**src/rtl/p2m_echo_indication.sv**
```systemverilog
// Receive-side demarshaller for EchoIndication. It buffers 144-bit pipe words,
// decodes the head and calls heard, heard2 or heard3. Define P2M_ECHO_STATS_EN to build stat_ok/stat_bad.
module p2m_echo_indication #(
  parameter int DEPTH     = 2,
  parameter int CNT_WIDTH = 16
) (
  input  logic                 CLK,
  input  logic                 RST,
  input  logic                 pipe_enq__ENA,
  input  logic [143:0]         pipe_enq_v,
  output logic                 pipe_enq__RDY,
  output logic                 heard__ENA,
  output logic [31:0]          heard_v,
  input  logic                 heard__RDY,
  output logic                 heard2__ENA,
  output logic [15:0]          heard2_a,
  output logic [15:0]          heard2_b,
  input  logic                 heard2__RDY,
  output logic                 heard3__ENA,
  output logic [15:0]          heard3_a,
  output logic [15:0]          heard3_b,
  output logic [31:0]          heard3_c,
  output logic [31:0]          heard3_d,
  input  logic                 heard3__RDY,
  output logic                 err_drop,
  output logic [CNT_WIDTH-1:0] stat_ok,
  output logic [CNT_WIDTH-1:0] stat_bad
);

  localparam int AW = (DEPTH > 1) ? $clog2(DEPTH) : 1;
  localparam int CW = $clog2(DEPTH + 1);
  localparam logic [CW-1:0] FULL_CNT = CW'(DEPTH);

  // argc travels with the word but is never checked, so it is not stored
  logic unused_argc;
  assign unused_argc = ^pipe_enq_v[15:0];

  logic [127:0]  mem [DEPTH];
  logic [AW-1:0] wr_ptr;
  logic [AW-1:0] rd_ptr;
  logic [CW-1:0] count;

  logic          full;
  logic          head_valid;
  logic [127:0]  head;
  logic [15:0]   head_idx;
  logic [15:0]   head_len;
  logic [95:0]   head_pl;
  logic          good;
  logic          do_enq;
  logic          do_deq;
  logic          drop;
  logic          dispatch;

  assign full          = (count == FULL_CNT);
  assign head_valid    = (count != '0);
  assign pipe_enq__RDY = !full && !RST;
  assign do_enq        = pipe_enq__ENA && !full;

  assign head     = head_valid ? mem[rd_ptr] : '0;
  assign head_idx = head[127:112];
  assign head_len = head[111:96];
  assign head_pl  = head[95:0];
  assign good     = (head_idx <= 16'd2) && (head_len == 16'd5);

  always_comb begin
    heard__ENA  = 1'b0;
    heard2__ENA = 1'b0;
    heard3__ENA = 1'b0;
    if (head_valid && good) begin
      case (head_idx)
        16'd0:   heard__ENA  = heard__RDY;
        16'd1:   heard2__ENA = heard2__RDY;
        16'd2:   heard3__ENA = heard3__RDY;
        default: ;
      endcase
    end
  end

  assign dispatch = heard__ENA || heard2__ENA || heard3__ENA;
  assign drop     = head_valid && !good;
  assign do_deq   = dispatch || drop;

  // Argument fields are shared between methods; head is zero when empty.
  assign heard_v  = head_pl[95:64];
  assign heard2_a = head_pl[95:80];
  assign heard2_b = head_pl[79:64];
  assign heard3_a = head_pl[95:80];
  assign heard3_b = head_pl[79:64];
  assign heard3_c = head_pl[63:32];
  assign heard3_d = head_pl[31:0];

  always_ff @(posedge CLK) begin
    if (do_enq) begin
      mem[wr_ptr] <= pipe_enq_v[143:16];
    end
  end

  always_ff @(posedge CLK or posedge RST) begin
    if (RST) begin
      wr_ptr   <= '0;
      rd_ptr   <= '0;
      count    <= '0;
      err_drop <= 1'b0;
    end else begin
      if (do_enq) begin
        wr_ptr <= wr_ptr + AW'(1);
      end
      if (do_deq) begin
        rd_ptr <= rd_ptr + AW'(1);
      end
      if (do_enq && !do_deq) begin
        count <= count + CW'(1);
      end else if (!do_enq && do_deq) begin
        count <= count - CW'(1);
      end
      if (drop) begin
        err_drop <= 1'b1;
      end
    end
  end

`ifdef P2M_ECHO_STATS_EN
  logic [CNT_WIDTH-1:0] ok_q;
  logic [CNT_WIDTH-1:0] bad_q;

  always_ff @(posedge CLK or posedge RST) begin
    if (RST) begin
      ok_q  <= '0;
      bad_q <= '0;
    end else begin
      if (dispatch && (ok_q != '1)) begin
        ok_q <= ok_q + CNT_WIDTH'(1);
      end
      if (drop && (bad_q != '1)) begin
        bad_q <= bad_q + CNT_WIDTH'(1);
      end
    end
  end

  assign stat_ok  = ok_q;
  assign stat_bad = bad_q;
`else
  assign stat_ok  = '0;
  assign stat_bad = '0;
`endif

endmodule
```
**config.mk**
```make
export PLATFORM = sky130hd
export DESIGN_NAME = p2m_echo_indication
export DESIGN_NICKNAME = d
export VERILOG_FILES = /design/src/rtl/p2m_echo_indication.sv
export SDC_FILE = /design/constraint.sdc
export NUM_CORES = 1
export LEC_CHECK = 0
export BUFFER_PORTS_ARGS = -buffer_cell sky130_fd_sc_hd__clkbuf_2
export CORE_ASPECT_RATIO = 0.9
export CORE_MARGIN = 4
export CORE_UTILIZATION = 43
export DETAILED_ROUTE_END_ITERATION = 7
export GPL_TIMING_DRIVEN = 0
export HOLD_SLACK_MARGIN = 0.12
export PLACE_DENSITY_LB_ADDON = 0.2
export SLEW_MARGIN = 15
export SYNTH_ARGS = -nofsm -noshare
export SYNTH_HDL_FRONTEND = slang
export SYNTH_SLANG_ARGS = --single-unit
```
**constraint.sdc**
```tcl
create_clock -name CLK -period 18.47 [get_ports CLK]
set_clock_uncertainty 0.2 [all_clocks]
set_input_delay 1.847 -clock CLK [delete_from_list [all_inputs] [get_ports CLK]]
set_output_delay 1.847 -clock CLK [all_outputs]
set_load 0.1 [all_outputs]
```
==> impl_metrics.py <==
metrics = {
    "logic_synthesis": {
        "synth_async_sr_flop_share": 0.0192,
        "yosys_warnings": 0,
        "ys_seq_area_frac": 0.752,
        "synth-seq-cells": 261,
        "postSynthAreaPerCell_um2": 16.4,
        "synth_enable_flop_cells": 256,
        "synthesis.instances": 632,
        "yosysTopAreaCellShare": 0.740,
        "synth_cell_types": 36,
        "yosys.area.top_type": "edfxtp_1",
        "synth_ff_type": "edfxtp_1",
        "syn-cell-area_mm2": 0.0104,
        "synth_area_leaders": "edfxtp_1 (74%), mux2i_1 (9.5%), buf_4 (7.0%)",
    },
    "critical_path": {
        "required_ns": 16.42,
        "worstPathMaxFanout": 10,
        "worstPathBufferInverterCount": 4,
        "cpPeakStageDelay_ns": 0.56,
        "crit_path_end_kind": "output pin",
        "critPathTopFamily": "buffers and inverters",
        "arrival_ns": 3.12,
        "critPathLaunchType": "flop",
        "endpoint": "heard3_b[13]",
        "rr_worst_depth": 9,
        "crit_top_cell": "clkbuf_1",
        "crit_chain": "nor2_2 > clkbuf_1 > clkbuf_1 > nor2_1 > buf_4 > clkbuf_2",
        "reg2reg_from": "count[0]",
        "cp-startpoint": "count[0]",
        "r2r_slack_ns": 15.85,
        "critPathSlowestCell": "nor2_2",
        "cp.depth": 6,
        "critPathKind": "flop to output pin",
        "r2r-end": "count[1]",
    },
    "grt": {
        "grt_use_total": 0.155,
        "grt_pass1_vias": 5967,
        "grt_pass1_wl_mm": 32.2,
        "grt_max_degree": 51,
        "overflow": 0,
        "grt_antenna_before_repair": 0,
    },
    "final_layout": {
        "antennaDiodeCount": 0,
        "syn_to_final_growth_pct": 28.6,
        "drive_above_1_share": 0.454,
        "final_common_cell": "clkbuf_2",
        "nets": 1148,
        "layout.cells.most_common_list": "clkbuf_2 (298), edfxtp_1 (256), nor2_1 (102), mux2i_1 (99), buf_4 (97)",
    },
    "timing": {
        "fin_crit_sh": 0.280,
        "hold_viol_final": 0,
        "whs_ns": 0.296,
        "period_needed_ns": 5.17,
        "setup_viol": 0,
        "rsz0062_at_grt": "false",
        "maxSlewHeadroom": 0.555,
        "finalSetupTns_ns": 0,
        "fmax_mhz": 193,
        "slew_viol_final": 0,
        "worst_pin_slew_ns": 0.667,
    },
    "hold_path": {
        "holdCritPathClass": "flop to flop",
        "holdPathStages": 1,
    },
    "clock_tree": {
        "clockBufferDepth": 3,
        "clkLatencyLatePin_ns": 0.52,
        "cts.clk_slew.worst_paths_ns": 0.06,
        "htreeDepth": 1,
        "postCtsSetupRepairBufs": 0,
        "root_buffer": "clkbuf_16",
        "tritoncts": "yes",
        "cts_sinks": 261,
        "cts_resized": 0,
        "cts_buffers": 27,
        "cts_hold_buf": 0,
    },
    "detailed_routing": {
        "route.detailed.drc": 0,
        "final_antenna_net_count": 0,
        "via_count": 6068,
        "viasPerCell": 4.60,
        "wl_met3_mm": 2.34,
        "met1_length_mm": 8.55,
        "first_iter_violations": 282,
        "wl_per_cell_um": 16.6,
        "wl_met2_mm": 10.6,
        "routed_wl_mm": 21.9,
        "drt_pre_antenna_iters": 6,
        "top_layer": "met4",
    },
    "die": {
        "fp.coreArea_mm2": 0.0235,
        "die_x_um": 172,
        "die_area_mm2": 0.0267,
        "io-pin-count": 347,
        "row_count": 53,
        "die_h_um": 155,
        "initial_core_util": 0.441,
    },
    "status": {
        "status": "finished, final reports clean",
    },
    "placed_design": {
        "place_congestion": 0.716,
        "io_buffer_count": 298,
        "hpwlAfterDp_mm": 16.1,
    },
    "run": {
        "max_cap_viol_count": 0,
    },
}
## final cells by class
| class | instances | area, um^2 |
|---|---|---|
| plain buffers | 118 | 836 |
| clock buffers | 31 | 691 |
| clock inverters | 19 | 114 |
| fillers | 1924 | 10200 |
| inverters | 2 | 7.51 |
| multi-input cells | 282 | 1860 |
| flip-flops and latches | 261 | 7810 |
| well taps | 302 | 378 |
| repair buffers | 305 | 1660 |
## through the flow
| step | cells | util | instance area, um^2 | setup slack [ns] |
|---|---|---|---|---|
| global route | 1320 | 0.568 | 13400 | 13.02 |
| finish | 1320 | 0.568 | 13400 | 13.30 |
| global placement | 1263 | 0.526 | 12400 | 7.26 |
| detailed placement | 1270 | 0.534 | 12600 | 13.67 |
| floorplan | 663 | - | 10500 | 10.40 |
| CTS | 1320 | 0.568 | 13400 | 13.13 |
## synth_stat cells (2+ instances only)
master,instances
buf_4,97
nor4b_1,3
edfxtp_1,256
inv_1,2
xor2_1,2
nor4_1,10
nor3_1,4
xnor2_1,2
mux2i_1,99
nand3b_1,2
buf_2,11
nand4b_1,2
nand2_1,3
nor2_2,2
nor2_1,103
nand3_1,3
dfrtp_1,5
buf_6,2
clkbuf_1,7
## worst min-delay path by stage
stage | from | to | slack, ns
3_5_place_dp | err_drop | err_drop | 0.29
6_report | err_drop | err_drop | 0.30
2_1_floorplan | wr_ptr | wr_ptr | 0.26
5_1_grt | err_drop | err_drop | 0.30
4_1_cts | err_drop | err_drop | 0.30
3_3_place_gp | wr_ptr | wr_ptr | 0.28
## metal layers
| layer | vias to the layer above | GRT usage |
|---|---|---|
| met5 | - | 0 |
| met4 | 0 | 0.0318 |
| met3 | 27 | 0.0595 |
| met2 | 248 | 0.266 |
| met1 | 2861 | 0.187 |
| li1 | 2932 | - |
## sequential cells by signal, indices dropped and copies added (netlist names)
signal	flops
count	2
rd_ptr	1
mem	256
wr_ptr	1
err_drop	1
## cells by family (layout without fill, tap and decap cells)
logic type / Yosys count / in the layout / share of synthesized area
flip-flops: 261 / 261 / 0.752
multiplexers: 99 / 99 / 0.0954
other: 1 / 32 / 0.000361
XOR/XNOR: 5 / 5 / 0.00494
adder cells (fa/ha/maj): 1 / 1 / 0.00120
buffers and inverters: 120 / 475 / 0.0812
AO/OA/AOI/OAI: 6 / 6 / 0.00566
AND/OR/NAND/NOR: 139 / 139 / 0.0595
Power is not shown: default switching activity piles up to over one toggle a cycle in this logic, so the estimate is an artifact.
